File: config.mk
export PLATFORM = sky130hd
export DESIGN_NAME = data_bus_responder
export DESIGN_NICKNAME = d
export VERILOG_FILES = /design/src/rtl/data_bus_responder.sv
export SDC_FILE = /design/constraint.sdc
export NUM_CORES = 2
export LEC_CHECK = 0
export ABC_AREA = 0
export CORE_MARGIN = 2
export CORE_UTILIZATION = 40
export DETAILED_ROUTE_END_ITERATION = 8
export PLACE_DENSITY = 0.66
export SYNTH_ARGS = -nofsm -noshare
export SYNTH_HDL_FRONTEND = slang
export SYNTH_SLANG_ARGS = --single-unit
File: constraint.sdc
create_clock -name clk -period 4.8 [get_ports clk]
set_clock_uncertainty 0.15 [all_clocks]
set_input_delay 0.72 -clock clk [delete_from_list [all_inputs] [get_ports clk]]
set_output_delay 0.72 -clock clk [all_outputs]
set_load 0.005 [all_outputs]
File: src/rtl/data_bus_responder.sv
// data_bus_responder: data-port responder with word RAM, output FIFO, cycle counter and sticky status.
module data_bus_responder #(
  parameter int N = 32,
  parameter int RAM_WORDS = 64,
  parameter int FIFO_DEPTH = 8,
  parameter logic [N-1:0] IO_BASE = 32'h0000_1000
) (
  input  logic         clk,
  input  logic         rst,
  input  logic         MemWrite,
  input  logic [N-1:0] Addr,
  input  logic [N-1:0] WriteData,
  output logic [N-1:0] ReadData,
  output logic [N-1:0] out_data,
  output logic         out_valid,
  input  logic         out_ready
);
  localparam int AW = $clog2(RAM_WORDS);
  localparam int PW = $clog2(FIFO_DEPTH);
  localparam int CW = PW + 1;
  logic [N-1:0] mem [RAM_WORDS];
  logic [N-1:0] fifo [FIFO_DEPTH];
  logic [PW-1:0] wr_q, wr_d, rd_q, rd_d;
  logic [CW-1:0] cnt_q, cnt_d;
  logic [N-1:0] cyc_q, cyc_d;
  logic [1:0] err_q, err_d;
  logic ram_sel, io_sel, empty, full, push_try, push, pop, wr_stat, wr_cyc, unm_set;
  logic [1:0] off;
  logic [N-1:0] status;
  logic unused_addr;
  assign unused_addr = ^Addr[1:0];
  always_comb begin
    ram_sel = Addr < N'(RAM_WORDS * 4);
    io_sel = Addr[N-1:4] == IO_BASE[N-1:4];
    off = Addr[3:2];
    empty = cnt_q == '0;
    full = cnt_q == CW'(FIFO_DEPTH);
    push_try = MemWrite && io_sel && off == 2'd0;
    push = push_try && !full;
    pop = !empty && out_ready;
    wr_stat = MemWrite && io_sel && off == 2'd1;
    wr_cyc = MemWrite && io_sel && off == 2'd2;
    unm_set = MemWrite && ((!ram_sel && !io_sel) || (io_sel && off == 2'd3));
    status = N'({8'(cnt_q), 4'b0, err_q, full, empty});
    out_valid = !empty;
    out_data = empty ? '0 : fifo[rd_q];
    ReadData = ram_sel ? mem[Addr[AW+1:2]] : !io_sel ? '0 :
               off == 2'd0 ? out_data : off == 2'd1 ? status : off == 2'd2 ? cyc_q : '0;
    wr_d = push ? wr_q + 1'b1 : wr_q;
    rd_d = pop ? rd_q + 1'b1 : rd_q;
    cnt_d = cnt_q + CW'(push) - CW'(pop);
    cyc_d = wr_cyc ? WriteData : cyc_q + 1'b1;
    // set wins over a same-edge W1C clear
    err_d[0] = (err_q[0] & ~(wr_stat & WriteData[2])) | unm_set;
    err_d[1] = (err_q[1] & ~(wr_stat & WriteData[3])) | (push_try & full);
  end
  always_ff @(posedge clk) begin
    if (MemWrite && ram_sel) mem[Addr[AW+1:2]] <= WriteData;
    if (push) fifo[wr_q] <= WriteData;
  end
  always_ff @(posedge clk or posedge rst) begin
    if (rst) begin
      wr_q <= '0;
      rd_q <= '0;
      cnt_q <= '0;
      cyc_q <= '0;
      err_q <= '0;
    end else begin
      wr_q <= wr_d;
      rd_q <= rd_d;
      cnt_q <= cnt_d;
      cyc_q <= cyc_d;
      err_q <= err_d;
    end
  end
endmodule

==> impl_metrics.ini <==
[run_status]
status = finished, violations left
failed_checks = negative setup slack

[global_routing]
grt_pass1_vias = 47551
grt_use_total = 0.2280
grt_overflow = 0
grt_max_degree = 75
antenna_found_initial = 16
grt_pass1_wl_mm = 370.2

[synthesis]
synth_xor_area_frac = 0.003466
async_reset_ff_frac = 0.01874
synth_mux_area_frac = 0.1526
ys_types = 77
yosysSeqAreaShare = 0.7726
netlist_area_um2 = 90970
yosys.area_share.simple = 0.02617
yosysTopAreaCell = edfxtp_1
synth_top_family_by_area = multiplexers
yosys_warnings = 0
synth_nets = 4314
ys.flop_type = edfxtp_1
synth-edff-count = 2304
syn_area_per_cell_um2 = 21.48
synth_top_area_frac = 0.7605
synthCells = 4236
synthTopCellsByArea = edfxtp_1 76%, mux4_2 14%, mux2i_1 1.3%
ys_ff_latch = 2348
synth-adder-area-share = 0.001458
synth_compound_area_frac = 0.02986

[timing]
fin_crit_sh = 1.001
setup_viol = 1
min_period_ns = 4.804
hold_violations = 0
postLayoutSetupSlackWorst_ns = -0.003975
tightest_slew_ns = 1.151
relSlewSlack = 0.2327
maxSlewViolCount = 0
fmax_ghz = 0.2082
setup_tns_ns = -0.003975

[cells_and_area]
seqCellArea_um2 = 70300
layout_commonest_cell = edfxtp_1
fin_nets = 5053
nFillCells = 18425
multi_input_area_um2 = 20230
areaGrowthSynthToFinish_pct = 19.32
drive_gt1_frac = 0.3213
mostFrequentLayoutCells = 2,304 x edfxtp_1, 553 x mux4_2, 502 x buf_4
instances_no_fill = 8177

[die]
die_x_um = 480.9
core_area_um2 = 226800
die_area_um2 = 231300
rows = 175
ios = 133
fp.dieH_um = 480.9
start_util = 0.4010

[power_and_ir_drop]
p_leak_nw = 34.73
ir_worst_vdd_mv = 0.3604
p_per_area_nw_per_um2 = 413.9

[critical_path]
critPathSlowestCell = mux4_2
cp_data_required_time_ns = 3.93
crit_family = buffers and inverters
path_buf_inv = 6
rrSetupSlack_ns = 1.90
critPathMaxStageDelay_ns = 0.56
crit_path_start_kind = input port
cp_max_fo = 20
criticalPathCategory = in -> out
end_kind = output pin
cp.arrival_ns = 3.93
cp_cell_sequence = buf_16, buf_16, buf_12, buf_4, mux4_2, a221oi_2, nor2_1, nor3_2, buf_4, o22ai_1, clkdlybuf4s50_1

[clocking]
clock-root-buffer = clkbuf_16
cts_buffer_depth = 3
clk_pin_slew_ns = 0.06
clock_latency_ns = 0.88
cts_sinks = 2348
cts_tree = done
cts_max_level = 4
postCtsHoldBufs = 0
cts_inserted_buffers = 223

[placement]
io_buffers = 130
placedCellCount = 7743
hpwl_mm = 170.7
gp_routability_congestion = 0.9145

[detailed_routing]
drt_iter0_markers = 7492
drt-total-wl_mm = 267.0
wire_per_inst_um = 32.65
first_pass_iters = 8
vias_per_cell = 6.009
vias = 49134
final_antenna_net_count = 0
drc = 0

[job]
max_cap_violations = 0

[hold_path]
hold_path.class = in -> reg
-- through the flow --
stage                     worst slack (ns)  power [mW]  hold slack (ns)  instance area (um^2)  utilization
after floorplan                     0.5827       25.21           0.3074                 90980            -
after global placement             -0.5769       27.68           0.3287                101000       0.4452
after detailed placement           -0.5182       27.71           0.3380                101000       0.4452
after CTS                         -0.04074       44.97          0.01616                108400       0.4778
after global routing             -0.001499       46.02          0.07197                108500       0.4785
final                            -0.003975       44.92          0.07389                108600       0.4785
-- where the power goes --
group,total [mW],internal [mW],switching (mW),leakage [nW]
sequential,22.7,22.5,0.130,21.2
clock,17.3,9.76,7.59,3.46
combinational,4.91,2.21,2.70,10.0
-- cell families after synthesis --
| group | count (synthesis) |
|---|---|
| flops | 2348 |
| mux | 693 |
| simple gates | 512 |
| compound gates | 394 |
| buf+inv | 243 |
| xor+xnor | 36 |
| fa+ha+maj | 10 |
-- state kept, by name, summed over array words and instances, names as in the netlist --
name / cells
mem: 2048
fifo: 256
cyc_q: 32
cnt_q: 4
rd_q: 3
wr_q: 3
err_q: 2
-- path summary, 6_finish.rpt --
kind	start	to	cells after the start
worst max-delay path	Addr[2]	ReadData[30]	11
max in group asynchronous	rst	rd_q[0]	2
worst min register to register	wr_q[2]	wr_q[2]	1
worst min-delay path	WriteData[28]	cyc_q[28]	3
worst max register to register	cyc_q[4]	cyc_q[31]	6
min in group asynchronous	rst	rd_q[1]	2
-- cell usage after synthesis (16+ instances only) --
cell type	count
a21oi_1	47
nor3_1	25
inv_1	17
o22ai_1	33
a221oi_1	16
buf_2	74
nand3_1	50
buf_1	16
mux4_2	553
nor2_1	169
o21ai_0	68
a22oi_1	139
nand4_1	22
nand2_1	153
buf_4	32
mux2i_1	122
mux2_2	18
xor2_1	22
clkbuf_1	85
and3_1	22
edfxtp_1	2304
dfrtp_1	44
-- timing repair --
item                       4_1_cts  5_1_grt
resized for setup               39       15
gates cloned                     0        2
buffers inserted                 6        8
pin swaps                        2        4
setup endpoints to repair       27       15
-- tightest hold or removal path, cell delays in order --
cell and delay, ns:
buf_2 0.19, nand2_1 0.09, o21ai_1 0.05
-- cell type report --
type / count / share of cell area
repair buffers: 737 / 0.06495
flip-flops and latches: 2348 / 0.6476
clock inverters: 143 / 0.01183
well taps: 3009 / 0.03468
inverters: 19 / 0.0006570
multi-input cells: 1646 / 0.1864
clock buffers: 270 / 0.05382
diodes: 5 / 0.0001153
-- per-layer routing --
metal	wire, um	global-route usage	part of all wire	up-vias
met5	22	0	0.000082	-
met4	11180	0.08667	0.042	4
met3	28720	0.03881	0.11	478
met2	126000	0.3588	0.47	3207
met1	101100	0.3197	0.38	26086
li1	-	-	-	19359
Power figures use the tool's default switching activity.
